<file path="src/rtl/seq_shift_add_mac_pkg.sv">
// Shared definitions for the sequential shift-add multiply-accumulate lane.
//   state_t   : controller states (idle, shifting, completion pulse)
//   DEF_WIDTH : default operand width
//   DEF_ACC_W : default accumulator width
package seq_shift_add_mac_pkg;

    typedef enum logic [1:0] {
        ST_IDLE,
        ST_RUN,
        ST_DONE
    } state_t;

    localparam int unsigned DEF_WIDTH = 8;
    localparam int unsigned DEF_ACC_W = 20;

endpackage

</file>
<file path="src/rtl/seq_shift_add_mac_shift_add_core.sv">
// Unsigned shift-add datapath: one conditional add + right shift per step.
//   clk, reset : clock, asynchronous active-high reset
//   load       : capture mag_a into the low half of the shift register,
//                mag_b as the addend, and preset the step counter
//   step       : perform one add/shift and decrement the counter
//   mag_a/b    : unsigned operand magnitudes
//   last       : current step is the final one
//   mag_next   : shift-register value after the current step (the full
//                magnitude product when last is high)
module shift_add_core
    import seq_shift_add_mac_pkg::*;
#(
    parameter int unsigned WIDTH = DEF_WIDTH
) (
    input  logic                 clk,
    input  logic                 reset,
    input  logic                 load,
    input  logic                 step,
    input  logic [WIDTH-1:0]     mag_a,
    input  logic [WIDTH-1:0]     mag_b,
    output logic                 last,
    output logic [2*WIDTH-1:0]   mag_next
);

    localparam int unsigned CW = $clog2(WIDTH + 1);

    // {upper (WIDTH+1 bits, absorbs the add carry), lower (WIDTH bits)}
    logic [2*WIDTH:0] sr;
    logic [2*WIDTH:0] sr_next;
    logic [WIDTH-1:0] mb;
    logic [CW-1:0]    cnt;
    logic [WIDTH:0]   upper_sum;

    always_comb begin
        upper_sum = sr[2*WIDTH:WIDTH] + {1'b0, mb};
        if (sr[0]) begin
            sr_next = {1'b0, upper_sum, sr[WIDTH-1:1]};
        end else begin
            sr_next = {1'b0, sr[2*WIDTH:1]};
        end
        mag_next = sr_next[2*WIDTH-1:0];
        last     = (cnt == CW'(1));
    end

    always_ff @(posedge clk or posedge reset) begin
        if (reset) begin
            sr  <= '0;
            mb  <= '0;
            cnt <= '0;
        end else if (load) begin
            sr  <= {{(WIDTH+1){1'b0}}, mag_a};
            mb  <= mag_b;
            cnt <= CW'(WIDTH);
        end else if (step) begin
            sr  <= sr_next;
            cnt <= cnt - CW'(1);
        end
    end

endmodule

</file>
<file path="src/rtl/seq_shift_add_mac.sv">
// Sequential shift-add multiplier with signed/unsigned mode and running
// accumulator; one instance per lane of the int8 vector MAC.
//   clk, reset   : clock, asynchronous active-high reset
//   start        : request, accepted only while idle
//   signed_mode  : operands are two's complement (captured with start)
//   acc_en       : add the product into acc_out on completion (captured)
//   acc_clr      : synchronous clear of acc_out and ovf
//   a, b         : operands (captured with start)
//   busy         : operation in progress, through the done cycle
//   done         : one-cycle completion pulse
//   product      : last product, 2*WIDTH bits
//   acc_out      : running accumulator, wraps modulo 2^ACC_W
//   ovf          : sticky accumulate overflow
module seq_shift_add_mac
    import seq_shift_add_mac_pkg::*;
#(
    parameter int unsigned WIDTH = DEF_WIDTH,
    parameter int unsigned ACC_W = DEF_ACC_W
) (
    input  logic                 clk,
    input  logic                 reset,
    input  logic                 start,
    input  logic                 signed_mode,
    input  logic                 acc_en,
    input  logic                 acc_clr,
    input  logic [WIDTH-1:0]     a,
    input  logic [WIDTH-1:0]     b,
    output logic                 busy,
    output logic                 done,
    output logic [2*WIDTH-1:0]   product,
    output logic [ACC_W-1:0]     acc_out,
    output logic                 ovf
);

    state_t state, state_next;

    logic               load, step, finish, last;
    logic               neg_q, signed_q, acc_en_q;
    logic [WIDTH:0]     a_ext, b_ext, a_abs, b_abs;
    logic [2*WIDTH-1:0] mag_next, prod_next;
    logic [ACC_W-1:0]   acc_base, acc_add, acc_sum;
    logic               carry, ovf_now;

    // Magnitudes are formed on WIDTH+1 bits so the most negative operand
    // still yields a representable WIDTH-bit magnitude.
    always_comb begin
        a_ext = {signed_mode & a[WIDTH-1], a};
        b_ext = {signed_mode & b[WIDTH-1], b};
        a_abs = a_ext[WIDTH] ? -a_ext : a_ext;
        b_abs = b_ext[WIDTH] ? -b_ext : b_ext;
    end

    shift_add_core #(
        .WIDTH (WIDTH)
    ) u_core (
        .clk      (clk),
        .reset    (reset),
        .load     (load),
        .step     (step),
        .mag_a    (a_abs[WIDTH-1:0]),
        .mag_b    (b_abs[WIDTH-1:0]),
        .last     (last),
        .mag_next (mag_next)
    );

    always_ff @(posedge clk or posedge reset) begin
        if (reset) begin
            state <= ST_IDLE;
        end else begin
            state <= state_next;
        end
    end

    always_comb begin
        state_next = state;
        load       = 1'b0;
        step       = 1'b0;
        finish     = 1'b0;
        busy       = 1'b0;
        done       = 1'b0;
        case (state)
            ST_IDLE: begin
                if (start) begin
                    load       = 1'b1;
                    state_next = ST_RUN;
                end
            end
            ST_RUN: begin
                busy = 1'b1;
                step = 1'b1;
                if (last) begin
                    finish     = 1'b1;
                    state_next = ST_DONE;
                end
            end
            ST_DONE: begin
                busy       = 1'b1;
                done       = 1'b1;
                state_next = ST_IDLE;
            end
            default: state_next = ST_IDLE;
        endcase
    end

    // Product and accumulator are written on the edge that enters DONE so
    // they are already valid while done is high; an acc_clr sampled on that
    // same edge clears the old total before the new product is added.
    always_comb begin
        prod_next = neg_q ? -mag_next : mag_next;
        acc_add   = signed_q ? ACC_W'($signed(prod_next)) : ACC_W'(prod_next);
        acc_base  = acc_clr ? '0 : acc_out;
        {carry, acc_sum} = {1'b0, acc_base} + {1'b0, acc_add};
        if (signed_q) begin
            ovf_now = (acc_base[ACC_W-1] == acc_add[ACC_W-1]) &&
                      (acc_sum[ACC_W-1] != acc_base[ACC_W-1]);
        end else begin
            ovf_now = carry;
        end
    end

    always_ff @(posedge clk or posedge reset) begin
        if (reset) begin
            neg_q    <= 1'b0;
            signed_q <= 1'b0;
            acc_en_q <= 1'b0;
            product  <= '0;
            acc_out  <= '0;
            ovf      <= 1'b0;
        end else begin
            if (load) begin
                neg_q    <= signed_mode & (a[WIDTH-1] ^ b[WIDTH-1]);
                signed_q <= signed_mode;
                acc_en_q <= acc_en;
            end
            if (finish) begin
                product <= prod_next;
            end
            if (finish && acc_en_q) begin
                acc_out <= acc_sum;
                ovf     <= (ovf & ~acc_clr) | ovf_now;
            end else if (acc_clr) begin
                acc_out <= '0;
                ovf     <= 1'b0;
            end
        end
    end

endmodule

</file>
<file path="config.mk">
export PLATFORM = sky130hd
export DESIGN_NAME = seq_shift_add_mac
export DESIGN_NICKNAME = d
export VERILOG_FILES = /design/src/rtl/seq_shift_add_mac_pkg.sv /design/src/rtl/seq_shift_add_mac_shift_add_core.sv /design/src/rtl/seq_shift_add_mac.sv
export SDC_FILE = /design/constraint.sdc
export NUM_CORES = 1
export LEC_CHECK = 0
export ABC_AREA = 1
export BUFFER_PORTS_ARGS = -buffer_cell sky130_fd_sc_hd__buf_4
export CORE_AREA = 4 4 111 113
export CTS_CLUSTER_DIAMETER = 50
export DETAILED_ROUTE_END_ITERATION = 10
export DIE_AREA = 0 0 115 117
export RECOVER_POWER = 100
export SLEW_MARGIN = 20
export SYNTH_ARGS = -nofsm -noshare
export SYNTH_HDL_FRONTEND = slang
export SYNTH_SLANG_ARGS = --single-unit
</file>
<file path="constraint.sdc">
create_clock -name clk -period 4.1 [get_ports clk]
set_input_delay 1.23 -clock clk [delete_from_list [all_inputs] [get_ports clk]]
set_output_delay 1.23 -clock clk [all_outputs]
set_load 0.005 [all_outputs]
</file>
==> impl_metrics.prom <==
# TYPE chip_impl_metric gauge
chip_impl_info{name="run_status",value="completed"} 1
chip_impl_metric{name="vias",unit=""} 4453
chip_impl_metric{name="worst-path-stages",unit=""} 22
chip_impl_metric{name="max-vdd-ir-drop",unit="mV"} 0.302
chip_impl_metric{name="count_of_flip_flops_with_a_built_in_enable_after_synthesis",unit=""} 0
chip_impl_metric{name="drt_iter0_markers",unit=""} 229
chip_impl_metric{name="clock_skew",unit="ns"} 0.00559
chip_impl_metric{name="globalRouteOverflowTotal",unit=""} 0
chip_impl_metric{name="synthArstFlopShare",unit=""} 1.00
chip_impl_metric{name="final_critical_delay_including_setup_and_external_delays",unit="ns"} 3.77
chip_impl_metric{name="drt-met1-wl",unit="um"} 6080
chip_impl_metric{name="wl_met2",unit="um"} 5640
chip_impl_metric{name="timing.max_cap.violations",unit=""} 0
chip_impl_metric{name="detail_route.first_pass.iterations",unit=""} 4
chip_impl_metric{name="insertion_delay",unit="ns"} 0.34
chip_impl_metric{name="standard_cell_core_area",unit="um^2"} 11300
chip_impl_info{name="crit-reg2reg-capture",value="ovf$_DFFE_PP0P_"} 1
chip_impl_metric{name="synth.ff_latch_count",unit=""} 70
chip_impl_metric{name="cts_htree_levels",unit=""} 3
chip_impl_metric{name="finalWeightedCongestion",unit=""} 0.906
chip_impl_metric{name="ys_warn_count",unit=""} 0
chip_impl_metric{name="cts.sink_count",unit=""} 70
chip_impl_metric{name="max_stage_delay",unit="ns"} 0.42
chip_impl_info{name="rr_startpoint",value="u_core.mb[0]$_DFFE_PP0P_"} 1
chip_impl_metric{name="finish.net_count",unit=""} 797
chip_impl_metric{name="setup_ws",unit="ns"} 0.334
chip_impl_metric{name="wire_per_inst",unit="um"} 14.0
chip_impl_metric{name="areaGrowthSynthToFinish",unit="%"} 19.2
chip_impl_info{name="post-synth-top-area-cell",value="sky130_fd_sc_hd__dfrtp_1"} 1
chip_impl_metric{name="vias_in_the_first_global_route",unit=""} 4339
chip_impl_metric{name="grt_pass1_wl",unit="um"} 21000
chip_impl_info{name="timing.critical_path.cells",value="ha_2 > fa_2 > or2_0 > nand2_1 > o21ai_4 > nor3_4 > nand3_1 > o31ai_2 > xor2_1 > ha_1 > nand2_1 > inv_1 > a221oi_2 > o21ai_2 > nand2_1 > nand3_2 > nand3_2 > nand3_1 > nand3_1 > nand2_1 > nand2_1 > nand2_1"} 1
chip_impl_metric{name="starting_density_of_the_core",unit=""} 0.445
chip_impl_metric{name="cts_made_buffers",unit=""} 9
chip_impl_metric{name="post-route-period-util",unit=""} 0.918
chip_impl_info{name="crit_slowest_cell",value="sky130_fd_sc_hd__fa_2"} 1
chip_impl_info{name="critical-path-top-delay-family",value="simple AND/OR/NAND/NOR gates"} 1
chip_impl_info{name="main_synth_ff_type",value="sky130_fd_sc_hd__dfrtp_1"} 1
chip_impl_metric{name="die_area",unit="um^2"} 13500
chip_impl_metric{name="die-height",unit="um"} 117
chip_impl_metric{name="synthesized_area",unit="um^2"} 5040
chip_impl_metric{name="crit_buf_inv",unit=""} 1
chip_impl_metric{name="syn_nets",unit=""} 732
chip_impl_metric{name="grt_max_degree",unit=""} 38
chip_impl_metric{name="ant_nets",unit=""} 0
chip_impl_metric{name="power.total",unit="mW"} 4.32
chip_impl_metric{name="grt_antenna_before_repair",unit=""} 0
chip_impl_info{name="timing.hold.worst.class",value="reg -> reg"} 1
chip_impl_metric{name="antennaDiodeCount",unit=""} 0
chip_impl_metric{name="min_path_cells",unit=""} 2
chip_impl_info{name="path_common_cell",value="sky130_fd_sc_hd__nand2_1"} 1
chip_impl_info{name="top_layer_used",value="met4"} 1
chip_impl_metric{name="vias_per_std_cell",unit=""} 5.02
chip_impl_info{name="synth_top_cells_by_count",value="sky130_fd_sc_hd__nand2_1 (178), sky130_fd_sc_hd__inv_1 (93), sky130_fd_sc_hd__dfrtp_1 (70), sky130_fd_sc_hd__o21ai_0 (45), sky130_fd_sc_hd__nor2_1 (39)"} 1
chip_impl_metric{name="fin_util",unit=""} 0.530
chip_impl_metric{name="dp_slack",unit="ns"} 0.0537
chip_impl_metric{name="clkSlewWorstSetupHoldPaths",unit="ns"} 0.06
chip_impl_metric{name="cts_hold_repair.buffers",unit=""} 0
chip_impl_metric{name="tightestPinTransition",unit="ns"} 1.34
chip_impl_metric{name="global_route.usage.total",unit=""} 0.197
chip_impl_metric{name="hpwlAfterDp",unit="um"} 9880
chip_impl_metric{name="relSlewSlack",unit=""} 0.104
chip_impl_metric{name="synth_cell_types",unit=""} 41
chip_impl_metric{name="post-route-drc-count",unit=""} 0
chip_impl_info{name="end_kind",value="register"} 1
chip_impl_metric{name="synth_largest_type_area_fraction",unit=""} 0.348
chip_impl_metric{name="place_area",unit="um^2"} 5640
chip_impl_metric{name="setup_violations",unit=""} 0
chip_impl_metric{name="power.static_leakage",unit="nW"} 3.08
chip_impl_info{name="synth.most_common_cell",value="sky130_fd_sc_hd__nand2_1"} 1
chip_impl_metric{name="port_buffers",unit=""} 60
chip_impl_metric{name="wl",unit="um"} 12500
chip_impl_metric{name="met3_length",unit="um"} 543
chip_impl_info{name="clockRootBuffer",value="sky130_fd_sc_hd__clkbuf_16"} 1
chip_impl_info{name="setup.worst_path.start",value="u_core.mb[0]$_DFFE_PP0P_"} 1
chip_impl_metric{name="hold_slack",unit="ns"} 0.465
chip_impl_metric{name="worst-r2r-cell-count",unit=""} 22
chip_impl_metric{name="final_hold_viol_count",unit=""} 0
chip_impl_metric{name="critPathRequiredTime",unit="ns"} 4.34
chip_impl_metric{name="syn-mean-instance-area",unit="um^2"} 7.47
chip_impl_metric{name="post_syn_instances",unit=""} 674
chip_impl_metric{name="rows",unit=""} 39
chip_impl_metric{name="slew_violations",unit=""} 0
chip_impl_info{name="cp-endpoint",value="ovf$_DFFE_PP0P_"} 1
chip_impl_info{name="largest_cells_by_area_after_synthesis",value="sky130_fd_sc_hd__dfrtp_1 (35%), sky130_fd_sc_hd__nand2_1 (13%), sky130_fd_sc_hd__ha_1 (8.4%)"} 1
chip_impl_metric{name="fp.dieW",unit="um"} 115
chip_impl_metric{name="ioPinCount",unit=""} 61
chip_impl_info{name="timing_worst_setup_path_type",value="reg -> reg"} 1
chip_impl_metric{name="cellPowerDensity",unit="nW/um^2"} 720
chip_impl_metric{name="clock_tree_buffer_depth",unit=""} 2
chip_impl_info{name="startpoint_type_of_the_worst_setup_path",value="register"} 1
chip_impl_metric{name="sequential_element_share_of_the_synthesized_area",unit=""} 0.348
chip_impl_metric{name="critPathMaxFanout",unit=""} 4
chip_impl_metric{name="clock.fmax",unit="MHz"} 266
chip_impl_metric{name="finish.instance_area",unit="um^2"} 6000
chip_impl_metric{name="fraction_of_layout_cells_with_a_size_suffix_above_1",unit=""} 0.179
chip_impl_metric{name="reg2reg_slack",unit="ns"} 0.33
chip_impl_metric{name="cp_data_arrival_time",unit="ns"} 4.00
chip_impl_info{name="tritoncts",value="yes"} 1
worst register-to-register path, cell delays in order, from the launching register on:
cell                       delay (ns)
sky130_fd_sc_hd__dfrtp_1         0.39
sky130_fd_sc_hd__ha_2            0.21
sky130_fd_sc_hd__fa_2            0.42
sky130_fd_sc_hd__or2_0           0.20
sky130_fd_sc_hd__nand2_1         0.11
sky130_fd_sc_hd__o21ai_4         0.10
sky130_fd_sc_hd__nor3_4          0.20
sky130_fd_sc_hd__nand3_1         0.14
sky130_fd_sc_hd__o31ai_2         0.21
sky130_fd_sc_hd__xor2_1          0.28
sky130_fd_sc_hd__ha_1            0.33
sky130_fd_sc_hd__nand2_1         0.07
sky130_fd_sc_hd__inv_1           0.05
sky130_fd_sc_hd__a221oi_2        0.23
sky130_fd_sc_hd__o21ai_2         0.11
sky130_fd_sc_hd__nand2_1         0.08
sky130_fd_sc_hd__nand3_2         0.12
sky130_fd_sc_hd__nand3_2         0.11
sky130_fd_sc_hd__nand3_1         0.08
sky130_fd_sc_hd__nand3_1         0.09
sky130_fd_sc_hd__nand2_1         0.05
sky130_fd_sc_hd__nand2_1         0.05
sky130_fd_sc_hd__nand2_1         0.05
area by class of cell:
type	instances	area (um^2)
inverters	101	384
well taps	143	179
multi-input cells	487	2900
repair buffers	70	488
fillers	1100	5320
clock inverters	4	45.0
flip-flops and latches	70	1750
clock buffers	12	256
kinds of logic (layout without fill, tap and decap cells):
logic type,after synthesis,after routing,synth area share
buffers and inverters,117,187,0.0914
AND/OR/NAND/NOR,304,304,0.277
XOR/XNOR,37,37,0.0643
flip-flops,70,70,0.348
adder cells (fa/ha/maj),36,36,0.0924
AO/OA/AOI/OAI,110,110,0.127
registers in the layout, indices dropped and copies added (netlist names):
register / count
neg_q: 1
product: 16
u_core.mb: 8
acc_en_q: 1
signed_q: 1
u_core.sr: 16
acc_out: 20
ovf: 1
state: 2
u_core.cnt: 4
how the worst min path moves through the flow:
stage / from / endpoint / slack [ns]
CTS: product[1]$_DFFE_PP0P_ / product[1]$_DFFE_PP0P_ / 0.48
global placement: product[1]$_DFFE_PP0P_ / product[1]$_DFFE_PP0P_ / 0.46
global route: product[1]$_DFFE_PP0P_ / product[1]$_DFFE_PP0P_ / 0.50
finish: product[1]$_DFFE_PP0P_ / product[1]$_DFFE_PP0P_ / 0.47
detailed placement: product[1]$_DFFE_PP0P_ / product[1]$_DFFE_PP0P_ / 0.46
floorplan: u_core.cnt[3]$_DFFE_PP0P_ / u_core.cnt[3]$_DFFE_PP0P_ / 0.46
per-layer routing:
metal	vias to the layer above	global-route usage
li1	2303	-
met1	2033	0.271
met4	0	0.0712
met2	100	0.314
met5	-	0
met3	17	0.0344
stage by stage:
step	setup TNS [ns]	cells
2_1_floorplan	0	674
3_3_place_gp	0	867
3_5_place_dp	0	867
4_1_cts	0	883
5_1_grt	-0.0180	887
6_report	0	887
layout by cell type (no fill, tap or decap), drive strengths merged:
cell | Yosys | final
or2 | 2 | 2
inv | 101 | 101
a221oi | 1 | 1
o22ai | 11 | 11
nand4 | 5 | 5
a21oi | 28 | 28
nor2 | 45 | 45
nor3 | 10 | 10
o31ai | 3 | 3
xor2 | 25 | 25
o21ai | 50 | 50
clkinv | 0 | 3
o221ai | 6 | 6
o21a | 1 | 1
nand3 | 42 | 42
nand2 | 199 | 199
nor3b | 1 | 1
a31oi | 4 | 4
a21o | 1 | 1
ha | 34 | 34
bufinv | 0 | 1
fa | 2 | 2
buf | 3 | 25
clkbuf | 13 | 57
o21bai | 2 | 2
o31a | 1 | 1
a21boi | 2 | 2
xnor2 | 12 | 12
dfrtp | 70 | 70
report_power, final:
| group | switching (mW) | internal, mW |
|---|---|---|
| Combinational | 1.54 | 0.905 |
| Sequential | 0.166 | 0.913 |
| Clock | 0.294 | 0.501 |
| Total | 2.00 | 2.32 |
repair_timing:
| action | CTS | global route |
|---|---|---|
| hold endpoints to repair | 0 | 0 |
| endpoints found under the setup margin | 0 | 5 |
| setup buffers | 0 | 4 |
| resized for setup | 0 | 17 |
(Power assumes the default switching activity.)
